===== src/rtl/fetch_queue.sv =====
// Instruction fetch stage: owns the PC, issues word fetches to a synchronous
// instruction memory and buffers returned words with their PC+4 for decode.
module fetch_queue #(
  parameter int          DEPTH    = 4,
  parameter logic [31:0] RESET_PC = 32'h0000_0000
) (
  input  logic                     clk,
  input  logic                     rst_n,
  output logic                     imem_req,
  output logic [31:0]              imem_addr,
  input  logic [31:0]              imem_rdata,
  input  logic                     redirect_valid,
  input  logic [31:0]              redirect_pc,
  output logic                     id_valid,
  input  logic                     id_ready,
  output logic [31:0]              id_instr,
  output logic [31:0]              id_pc_plus4,
  output logic [$clog2(DEPTH):0]   occupancy
);

  localparam int AW = $clog2(DEPTH);
  localparam int CW = AW + 1;

  logic [31:0]   pc_q, pc_d;
  logic          inflight_q, inflight_d;
  logic [31:0]   inflight_pc_q, inflight_pc_d;
  logic [AW-1:0] wptr_q, wptr_d;
  logic [AW-1:0] rptr_q, rptr_d;
  logic [CW-1:0] count_q, count_d;

  logic [31:0] instr_mem [DEPTH];
  logic [31:0] pcp4_mem  [DEPTH];

  logic          pop;
  logic          push;
  logic          issue;
  logic [CW:0]   demand;

  always_comb begin
    pop    = (count_q != '0) && id_ready;
    push   = inflight_q && !redirect_valid;
    // Entries held plus the response still due, less what leaves this cycle.
    demand = {1'b0, count_q} + (CW+1)'(inflight_q) - (CW+1)'(pop);
    issue  = rst_n && !redirect_valid && (demand < (CW+1)'(DEPTH));

    pc_d          = pc_q;
    inflight_d    = 1'b0;
    inflight_pc_d = inflight_pc_q;
    wptr_d        = wptr_q;
    rptr_d        = rptr_q;
    count_d       = count_q;

    if (redirect_valid) begin
      pc_d    = {redirect_pc[31:2], 2'b00};
      wptr_d  = '0;
      rptr_d  = '0;
      count_d = '0;
    end else begin
      if (issue) begin
        pc_d          = pc_q + 32'd4;
        inflight_d    = 1'b1;
        inflight_pc_d = pc_q;
      end
      if (push) wptr_d = wptr_q + AW'(1);
      if (pop)  rptr_d = rptr_q + AW'(1);
      count_d = count_q + CW'(push) - CW'(pop);
    end
  end

  always_ff @(posedge clk or negedge rst_n) begin
    if (!rst_n) begin
      pc_q          <= RESET_PC;
      inflight_q    <= 1'b0;
      inflight_pc_q <= '0;
      wptr_q        <= '0;
      rptr_q        <= '0;
      count_q       <= '0;
    end else begin
      pc_q          <= pc_d;
      inflight_q    <= inflight_d;
      inflight_pc_q <= inflight_pc_d;
      wptr_q        <= wptr_d;
      rptr_q        <= rptr_d;
      count_q       <= count_d;
    end
  end

  // Storage is not reset; the empty-FIFO mux below hides stale contents.
  always_ff @(posedge clk) begin
    if (push) begin
      instr_mem[wptr_q] <= imem_rdata;
      pcp4_mem[wptr_q]  <= inflight_pc_q + 32'd4;
    end
  end

  assign imem_req    = issue;
  assign imem_addr   = pc_q;
  assign id_valid    = (count_q != '0);
  assign id_instr    = id_valid ? instr_mem[rptr_q] : 32'd0;
  assign id_pc_plus4 = id_valid ? pcp4_mem[rptr_q]  : 32'd0;
  assign occupancy   = count_q;

  a_no_push_when_full: assert property (
    @(posedge clk) disable iff (!rst_n) !(push && count_q == CW'(DEPTH)));

endmodule

===== config.mk =====
export PLATFORM = sky130hd
export DESIGN_NAME = fetch_queue
export DESIGN_NICKNAME = d
export VERILOG_FILES = /design/src/rtl/fetch_queue.sv
export SDC_FILE = /design/constraint.sdc
export NUM_CORES = 1
export LEC_CHECK = 0
export ABC_AREA = 1
export CORE_MARGIN = 4
export CORE_UTILIZATION = 30
export CTS_BUF_LIST = sky130_fd_sc_hd__clkbuf_16
export DETAILED_ROUTE_END_ITERATION = 8
export DONT_BUFFER_PORTS = 1
export HOLD_SLACK_MARGIN = 0.15
export PLACE_DENSITY = 0.48
export SETUP_SLACK_MARGIN = 0.4
export SYNTH_ARGS = -nofsm -noshare
export SYNTH_HDL_FRONTEND = slang
export SYNTH_SLANG_ARGS = --single-unit

===== constraint.sdc =====
create_clock -name clk -period 10.6 [get_ports clk]
set_clock_uncertainty 0.15 [all_clocks]
set_input_delay 2.12 -clock clk [delete_from_list [all_inputs] [get_ports clk]]
set_output_delay 2.12 -clock clk [all_outputs]
set_load 0.005 [all_outputs]

==> run_results.csv, run 1 <==
group,metric,value,unit
finish,layout.nets,1456,
finish,diodes,0,
detailed_routing,drtIter0Drc,498,
finish,finalInstanceArea,15800,sq um
global_routing,overflow,0,
sta,whs,0.365,ns
worst_hold_path,worstHoldStart,"inflight_pc_q[19]",
clock_network,ctsHoldBuffers,0,
sta,period_share,60.2,%
worst_setup_path,cp_data_required_time,8.33,ns
synth,netlist_instances,1399,
finish,drive_gt1_share,6.75,%
outcome,outcome,"complete, no violations",
clock_network,clock_latency,0.53,ns
floorplanning,die_w,225,um
worst_setup_path,reg2reg_slack,7.32,ns
clock_network,numCtsBuffers,38,
sta,relSlewSlack,28.6,%
floorplanning,ioPinCount,169,
detailed_routing,viasPerCell,4.71,
worst_setup_path,worstSetupStartpointType,"primary input",
power,irDropWorstVdd,105,uV
power,p_per_area,240,nW/um^2
flow_run,drv_cap,0,
detailed_routing,firstDrtPassIters,5,
power,power,3.79,mW
global_routing,grt_max_degree,88,
sta,tns,0,ns
sta,drv_slew,0,
finish,multi_input_area,4410,sq um
detailed_routing,drtAntennaViolNets,0,
finish,final_common_cell,"nor2_1",
worst_hold_path,min_path_type,"flop to flop",
placement,place_congestion,0.832,
floorplanning,start_util,30.3,%
finish,mostFrequentLayoutCells,"nor2_1 (296), nand2_1 (252), edfxtp_1 (248)",
global_routing,grt_pass1_vias,9250,
worst_setup_path,r2r_start,"occupancy[1]",
worst_setup_path,r2r-end,"imem_addr[14]",
placement,placed_area,14600,sq um
synth,syn_area,14100,sq um
clock_network,post-cts-setup-buffers,0,
worst_hold_path,min_to,"inflight_pc_q[19]",
synth,synthFlopType,"edfxtp_1",
finish,fillers,4696,
placement,io_buffers,0,
detailed_routing,num_vias,9487,
sta,finalWorstPathRequiredPeriod,6.38,ns
worst_hold_path,whs_path_depth,2,
clock_network,cts_buffer_depth,3,
floorplanning,core_region_area,46600,sq um
clock_network,cts_tree,"built",
finish,seq_area,9150,sq um
floorplanning,die_h,225,um
clock_network,cts_sinks,316,
clock_network,htreeDepth,2,
worst_setup_path,cp-end-kind,"output port",
finish,area_delta_synth_final,12.1,%
synth,synth-seq-cells,316,
worst_setup_path,cp.arrival,4.11,ns
synth,ys_seq_area_share,64.8,%
detailed_routing,route.detailed.drc,0,
worst_setup_path,rr_worst_depth,16,
sta,worstMarginPinSlew,1.07,ns
worst_setup_path,worstPathMaxFanout,83,
synth,async_flop_share,21.5,%
sta,fmax,157,MHz
global_routing,grt_first_pass_wirelength,55400,um
sta,rsz0062_at_grt,"no",
synth,ys_warn_count,0,
sta,hold_violations,0,
global_routing,grtUsageTotal,14.1,%
power,p_leak,5.84,nW
floorplanning,die_area,50600,sq um
detailed_routing,wl_per_cell,17.9,um
synth,avgSynthCellArea,10.1,sq um
floorplanning,fp-row-count,79,
sta,setup_violations,0,
global_routing,antenna_found_initial,0,
synth,synth_cell_type_count,35,
clock_network,root_buffer,"clkbuf_16",
placement,hpwl,21200,um
clock_network,cts-resized-gates,0,
detailed_routing,wirelength,36100,um
worst_setup_path,worstSetupPathType,"primary input to output port",
synth,synth-edff-count,248,
clock_network,clk_pin_slew,0.06,ns
area by class of cell:
type | count | share of cell area (%)
sequential | 316 | 57.9
multi-input combinational | 947 | 27.9
clock buffer | 39 | 6.17
tap | 607 | 4.80
inverter | 65 | 1.55
clock inverter | 30 | 1.26
timing repair buffer | 10 | 0.474
worst max path at each step:
stage / startpoint / endpoint / slack, ns / cells past startpoint
after floorplan: redirect_valid / instr_mem[0][0] / 4.74 / 4
after global placement: id_ready / imem_req / 4.21 / 12
after detailed placement: id_ready / imem_req / 4.19 / 12
after CTS: id_ready / imem_req / 4.20 / 12
after global routing: id_ready / imem_req / 3.95 / 12
final: id_ready / imem_req / 4.22 / 12
critical path: stages:
cell     delay (ns)
nand2_2        0.07
inv_1          0.08
nand2_1        0.05
ha_1           0.28
nand2_1        0.05
inv_1          0.05
nand4_1        0.12
a21oi_1        0.16
nor2_1         0.07
nand2_2        0.05
buf_4          0.62
inv_2          0.32
registers in the layout (all words and copies together) (netlist names):
signal         count
pcp4_mem         120
instr_mem        128
rptr_q             2
inflight_q         1
wptr_q             2
inflight_pc_q     30
occupancy          3
imem_addr         30
where the power goes:
part	total (mW)	internal [mW]	leakage [nW]	switching (mW)
sequential	1.69	1.52	3.12	0.174
combinational	0.880	0.237	2.13	0.642
clock	1.22	0.717	0.592	0.504
through the flow:
stage | util [%] | setup WS [ns] | instances
global route | 34.0 | 3.95 | 2014
CTS | 34.0 | 4.20 | 2014
finish | 34.0 | 4.22 | 2014
detailed placement | 31.5 | 4.19 | 1945
global placement | 31.5 | 4.21 | 1945
floorplan | - | 4.74 | 1402
kinds of logic after synthesis:
logic type / after synthesis / synth area share, %
other: 1 / 0.0266
buffers and inverters: 139 / 4.26
AND/OR/NAND/NOR: 651 / 19.0
flip-flops: 316 / 64.8
adder cells (fa/ha/maj): 10 / 0.939
AO/OA/AOI/OAI: 245 / 8.70
XOR/XNOR: 37 / 2.29
per-layer routing:
metal  track usage [%]  share of wire, %
met1              18.8                45
met2              22.8                46
met3              3.75               6.7
met4              4.15               2.1
met5                 0                 0
synth_stat cells, drive strengths merged (3+ instances only):
cell,number,area share [%]
xnor2,13,0.81
nor3b,3,0.16
nand4,8,0.35
a21oi,72,2.6
nand3,56,2.2
nand2,258,7.0
nor3,18,0.79
edfxtp,248,53
nor2,305,8.3
inv,65,1.7
xor2,24,1.5
o21ai,171,6.1
clkbuf,42,1.1
dfrtp,68,12
ha,9,0.80
buf,32,1.4
(Power assumes the default switching activity.)
==> run 2, diff against run 1 <==
Settings changed: PLACE_DENSITY 0.48 to 0.49.
Clock period 10.6 ns to 5.5 ns, I/O delays scaled along.
==> run 2 against run 1 <==
Compared with the run above:
- utilization rose by 0.15 points
- first-iteration DRC count rose by 1.8%
- hold slack worse by 0.093 ns
- flip-flop and latch count unchanged
- critical path type is now flop to output port
- count of clock-buffer cells in the layout increased by 2
- final cell count increased by 0.30%
- critical endpoint is now id_pc_plus4[14]
==> run_results.csv, run 2 (synthesis gave the netlist of run 1 again) <==
group,metric,value,unit
placement,dp.cells,1949,
clock_network,cts_buffer_depth,3,
flow_run,drv_cap,0,
clock_network,cts_tree,"built",
placement,placed_area,14700,sq um
placement,hpwl,22100,um
sta,rsz0062_at_grt,"no",
finish,largest_register_ffs,128,
floorplanning,start_util,30.3,%
finish,finalInstanceArea,15900,sq um
worst_setup_path,reg2reg_slack,2.19,ns
worst_setup_path,cp.arrival,3.02,ns
clock_network,root_buffer,"clkbuf_16",
worst_hold_path,min_path_type,"primary input to asynchronous set/reset pin",
clock_network,cts_sinks,316,
global_routing,grt_first_pass_wirelength,56500,um
worst_setup_path,rr_worst_depth,16,
sta,relSlewSlack,30.5,%
sta,whs,0.272,ns
clock_network,clk_pin_slew,0.06,ns
finish,drive_gt1_share,7.29,%
global_routing,grt_use_met2,23.0,%
finish,top_register,"instr_mem",
placement,place_ws,1.75,ns
finish,layout.nets,1461,
clock_network,numCtsBuffers,38,
sta,worstMarginPinSlew,1.04,ns
finish,post-route-util,34.1,%
clock_network,htreeDepth,2,
detailed_routing,route.detailed.drc,0,
detailed_routing,firstDrtPassIters,5,
clock_network,clock_latency,0.54,ns
floorplanning,fp-row-count,79,
finish,mostFrequentLayoutCells,"nor2_1 (296), nand2_1 (252), edfxtp_1 (248)",
global_routing,grt_busiest_layer,"met2",
global_routing,grtUsageTotal,14.4,%
worst_setup_path,r2r_start,"occupancy[1]",
sta,hold_violations,0,
global_routing,antenna_found_initial,0,
floorplanning,ioPinCount,169,
finish,diodes,0,
power,p_per_area,461,nW/um^2
finish,final_cells,2020,
worst_setup_path,worstSetupPathType,"flop to output port",
finish,area_delta_synth_final,12.5,%
placement,io_buffers,0,
detailed_routing,num_vias,9465,
sta,tns,0,ns
worst_setup_path,cp-end-kind,"output port",
global_routing,grt_pass1_vias,9478,
detailed_routing,drtIter0Drc,507,
detailed_routing,wl_per_cell,18.1,um
power,power,7.32,mW
sta,setup_violations,0,
floorplanning,die_h,225,um
sta,drv_slew,0,
floorplanning,die_area,50600,sq um
placement,place_congestion,0.815,
outcome,outcome,"complete, no violations",
power,p_leak,5.90,nW
power,irDropWorstVdd,211,uV
worst_setup_path,r2r-end,"imem_addr[26]",
detailed_routing,viasPerCell,4.69,
detailed_routing,wirelength,36500,um
global_routing,met3_usage,4.25,%
global_routing,use_met1,19.1,%
floorplanning,core_region_area,46600,sq um
finish,final_common_cell,"nor2_1",
sta,finalWorstPathRequiredPeriod,4.27,ns
sta,period_share,77.7,%
clock_network,cts-resized-gates,0,
detailed_routing,drtAntennaViolNets,0,
worst_setup_path,cp_data_required_time,4.25,ns
worst_setup_path,worstSetupStartpointType,"flop",
sta,fin_ws,1.23,ns
sta,fmax,234,MHz
worst_setup_path,worstPathMaxFanout,64,
global_routing,grt_max_degree,83,
finish,reg_top3,"instr_mem (128), pcp4_mem (120)",
global_routing,overflow,0,
floorplanning,die_w,225,um
==> run 2: changes by cell type in the layout (fill, tap and decap cells not counted), sizes merged <==
cell | previous run | this run
buf | 10 | 15
bufinv | 2 | 0
clkbuf | 39 | 41
clkinvlp | 4 | 3
inv | 72 | 74
==> run 2: layout make-up <==
| class | instances | area [sq um] |
|---|---|---|
| inverters | 65 | 245 |
| fillers | 4695 | 30700 |
| flip-flops and latches | 316 | 9150 |
| well taps | 607 | 759 |
| repair buffers | 15 | 145 |
| multi-input cells | 947 | 4410 |
| clock buffers | 41 | 1030 |
| clock inverters | 29 | 148 |
==> run 2: worst max-delay path, stage by stage (launching register included) <==
cell and delay [ns]:
dfrtp_4 0.41, buf_4 0.57, buf_4 0.68, nor2_1 0.11
nor2_1 0.10, o21ai_0 0.10, a21oi_1 0.45
==> run 2: timing repair <==
action / CTS / global route
hold buffers: 1 / 0
buffers inserted: 0 / 0
hold endpoints to repair: 68 / 0
==> run 2: worst max-delay path by stage <==
| stage | from | to | slack, ns |
|---|---|---|---|
| floorplan | redirect_valid | instr_mem[0][0] | 0.66 |
| global placement | rptr_q[0] | id_pc_plus4[14] | 1.74 |
| detailed placement | rptr_q[0] | id_pc_plus4[16] | 1.75 |
| CTS | rptr_q[0] | id_pc_plus4[14] | 1.15 |
| global route | rptr_q[0] | id_pc_plus4[12] | 0.91 |
| finish | rptr_q[0] | id_pc_plus4[14] | 1.23 |
==> run 2: power breakdown <==
part | total, mW | switching (mW) | leakage, nW | internal [mW]
registers | 3.23 | 0.307 | 3.12 | 2.93
clock network | 2.32 | 0.975 | 0.612 | 1.35
logic | 1.76 | 1.29 | 2.17 | 0.468
==> run 2: metal layers <==
metal,routed length [um],vias to the layer above
li1,-,4686
met1,16300,4501
met2,16700,225
met3,2650,53
met4,822,0
met5,0,-
==> run 3, diff against run 2 <==
Clock period 5.5 ns to 3.55 ns, I/O delays scaled along.
==> run 3 against run 2 <==
Compared with the run above:
- critical endpoint is now imem_req
- clock power increased by 56%
- sequential power increased by 56%
- sequential share of layout area decreased by 2.0 points
- critical path depth increased by 8
- first-iteration DRC count increased by 3.0%
- cell area increased by 3.6%
- power increased by 57%
==> run_results.csv, run 3 (synthesis gave the netlist of run 1 again) <==
group,metric,value,unit
sta,finalWorstPathRequiredPeriod,3.04,ns
floorplanning,start_util,30.3,%
finish,largest_register_ffs,128,
finish,area_delta_synth_final,16.5,%
global_routing,grtUsageTotal,14.3,%
sta,hold_violations,0,
clock_network,cts_sinks,316,
power,p_leak,6.12,nW
global_routing,antenna_found_initial,0,
finish,top_register,"instr_mem",
worst_hold_path,min_path_type,"primary input to flop",
placement,dp.cells,1954,
detailed_routing,route.detailed.drc,0,
finish,fillers,4655,
detailed_routing,wirelength,36800,um
worst_setup_path,worstPathMaxFanout,5,
clock_network,root_buffer,"clkbuf_16",
floorplanning,core_region_area,46600,sq um
power,pwr-share-seq,43.7,%
clock_network,htreeDepth,2,
power,clock_power_share,31.5,%
detailed_routing,viasPerCell,4.68,
finish,final_common_cell,"nor2_1",
placement,placed_area,14800,sq um
global_routing,grt_first_pass_wirelength,55900,um
finish,post-route-util,35.3,%
finish,drive_gt1_share,8.25,%
power,switching_share,35.0,%
detailed_routing,firstDrtPassIters,5,
power,power_frac_comb,24.8,%
clock_network,clk_pin_slew,0.06,ns
clock_network,clock_latency,0.55,ns
clock_network,cts_tree,"built",
floorplanning,die_h,225,um
sta,fin_ws,0.508,ns
detailed_routing,wl_met2,17000,um
placement,hpwl,21700,um
placement,io_buffers,0,
worst_setup_path,worstSetupStartpointType,"flop",
floorplanning,die_area,50600,sq um
sta,relSlewSlack,49.9,%
worst_setup_path,cp.arrival,2.18,ns
worst_setup_path,rr_worst_depth,17,
power,irDropWorstVdd,369,uV
worst_setup_path,cp_data_required_time,2.69,ns
worst_setup_path,cp-end-kind,"output port",
global_routing,grt_pass1_vias,9344,
detailed_routing,wl_per_cell,17.9,um
placement,place_ws,0.743,ns
floorplanning,die_w,225,um
detailed_routing,num_vias,9649,
finish,reg_top3,"instr_mem (128), pcp4_mem (120)",
clock_network,cts_buffer_depth,3,
finish,multi_input_area,4470,sq um
sta,fmax,329,MHz
power,internal-power,7.49,mW
floorplanning,ioPinCount,169,
power,power,11.5,mW
detailed_routing,wl_met1,16300,um
sta,setup_violations,0,
global_routing,grt_max_degree,88,
sta,period_share,85.7,%
sta,rsz0062_at_grt,"yes",
sta,tns,0,ns
finish,mostFrequentLayoutCells,"nor2_1 (295), nand2_1 (251), edfxtp_1 (248)",
finish,layout.nets,1503,
power,p_per_area,700,nW/um^2
sta,drv_slew,0,
finish,diodes,0,
detailed_routing,drtAntennaViolNets,0,
detailed_routing,drtIter0Drc,522,
global_routing,overflow,0,
sta,whs,0.220,ns
detailed_routing,wl_met3,2610,um
finish,seq_area,9160,sq um
power,p_switching,4.03,mW
clock_network,numCtsBuffers,38,
outcome,outcome,"complete, no violations",
worst_hold_path,whs_path_depth,3,
detailed_routing,top_layer,"met4",
flow_run,drv_cap,0,
worst_setup_path,worstSetupPathType,"flop to output port",
sta,worstMarginPinSlew,0.751,ns
finish,finalInstanceArea,16500,sq um
finish,final_cells,2062,
floorplanning,fp-row-count,79,
placement,place_congestion,0.825,
## run 3: changes by cell type in the layout (fill, tap and decap cells not counted), moves of 2 or more
| cell | before | now |
|---|---|---|
| clkinv_4 | 2 | 0 |
| inv_1 | 69 | 71 |
| bufinv_16 | 0 | 2 |
| clkbuf_16 | 41 | 38 |
| dfrtp_2 | 1 | 3 |
| buf_12 | 1 | 9 |
| a21oi_1 | 72 | 65 |
| nand2_4 | 1 | 3 |
| a21oi_2 | 0 | 7 |
| clkinv_2 | 11 | 4 |
| dlygate4sd3_1 | 0 | 34 |
| dfrtp_1 | 66 | 64 |
| inv_6 | 1 | 4 |
## run 3: layout make-up
type / count / area share, %
timing repair buffer: 57 / 3.92
sequential: 316 / 55.6
tap: 607 / 4.61
multi-input combinational: 947 / 27.2
clock buffer: 38 / 5.78
clock inverter: 32 / 1.36
inverter: 65 / 1.51
## run 3: power by group through the flow
stage               Clock (mW)  Combinational [mW]  Sequential (mW)
floorplan                    0                1.98             4.91
global placement             0                2.78             5.10
detailed placement           0                2.82             5.11
CTS                       3.78                2.93             5.04
global route              3.92                3.29             5.10
finish                    3.63                2.86             5.03
## run 3: final timing paths
check | slack (ns) | to | start
hold reg to reg | 0.36 | inflight_pc_q[31] | inflight_pc_q[31]
max in group asynchronous | 2.33 | rptr_q[0] | rst_n
setup reg to reg | 0.89 | imem_addr[25] | occupancy[1]
hold / removal | 0.22 | wptr_q[1] | redirect_valid
setup / recovery | 0.51 | imem_req | occupancy[1]
min in group asynchronous | 0.60 | imem_addr[30] | rst_n
## run 3: routing by layer
metal  track usage, %  up-vias
met2             23.2      251
met1             18.9     4571
met3             3.67       49
met4             4.35        0
met5                0        -
li1                 -     4778
## run 3: worst max-delay path, cell delays in order, from the launching register on
cell and delay, ns:
dfrtp_2 0.45, nor2_4 0.05, nand2_4 0.09, nand2_4 0.06, inv_2 0.05, nand2_2 0.05
ha_4 0.26, nand2_1 0.04, inv_1 0.05, nand4_1 0.10, nand3_1 0.10, nand2_1 0.05
nor2_1 0.10, nand2_2 0.09, inv_4 0.09
## run 3: what timing repair did
item / in CTS / in global routing
endpoints found under the setup margin: 1 / 8
resized for setup: 9 / 9
gates cloned: 0 / 0
buffers inserted: 3 / 0
pin swaps: 10 / 5
endpoints found under the hold margin: 199 / 0
hold buffers: 35 / 0
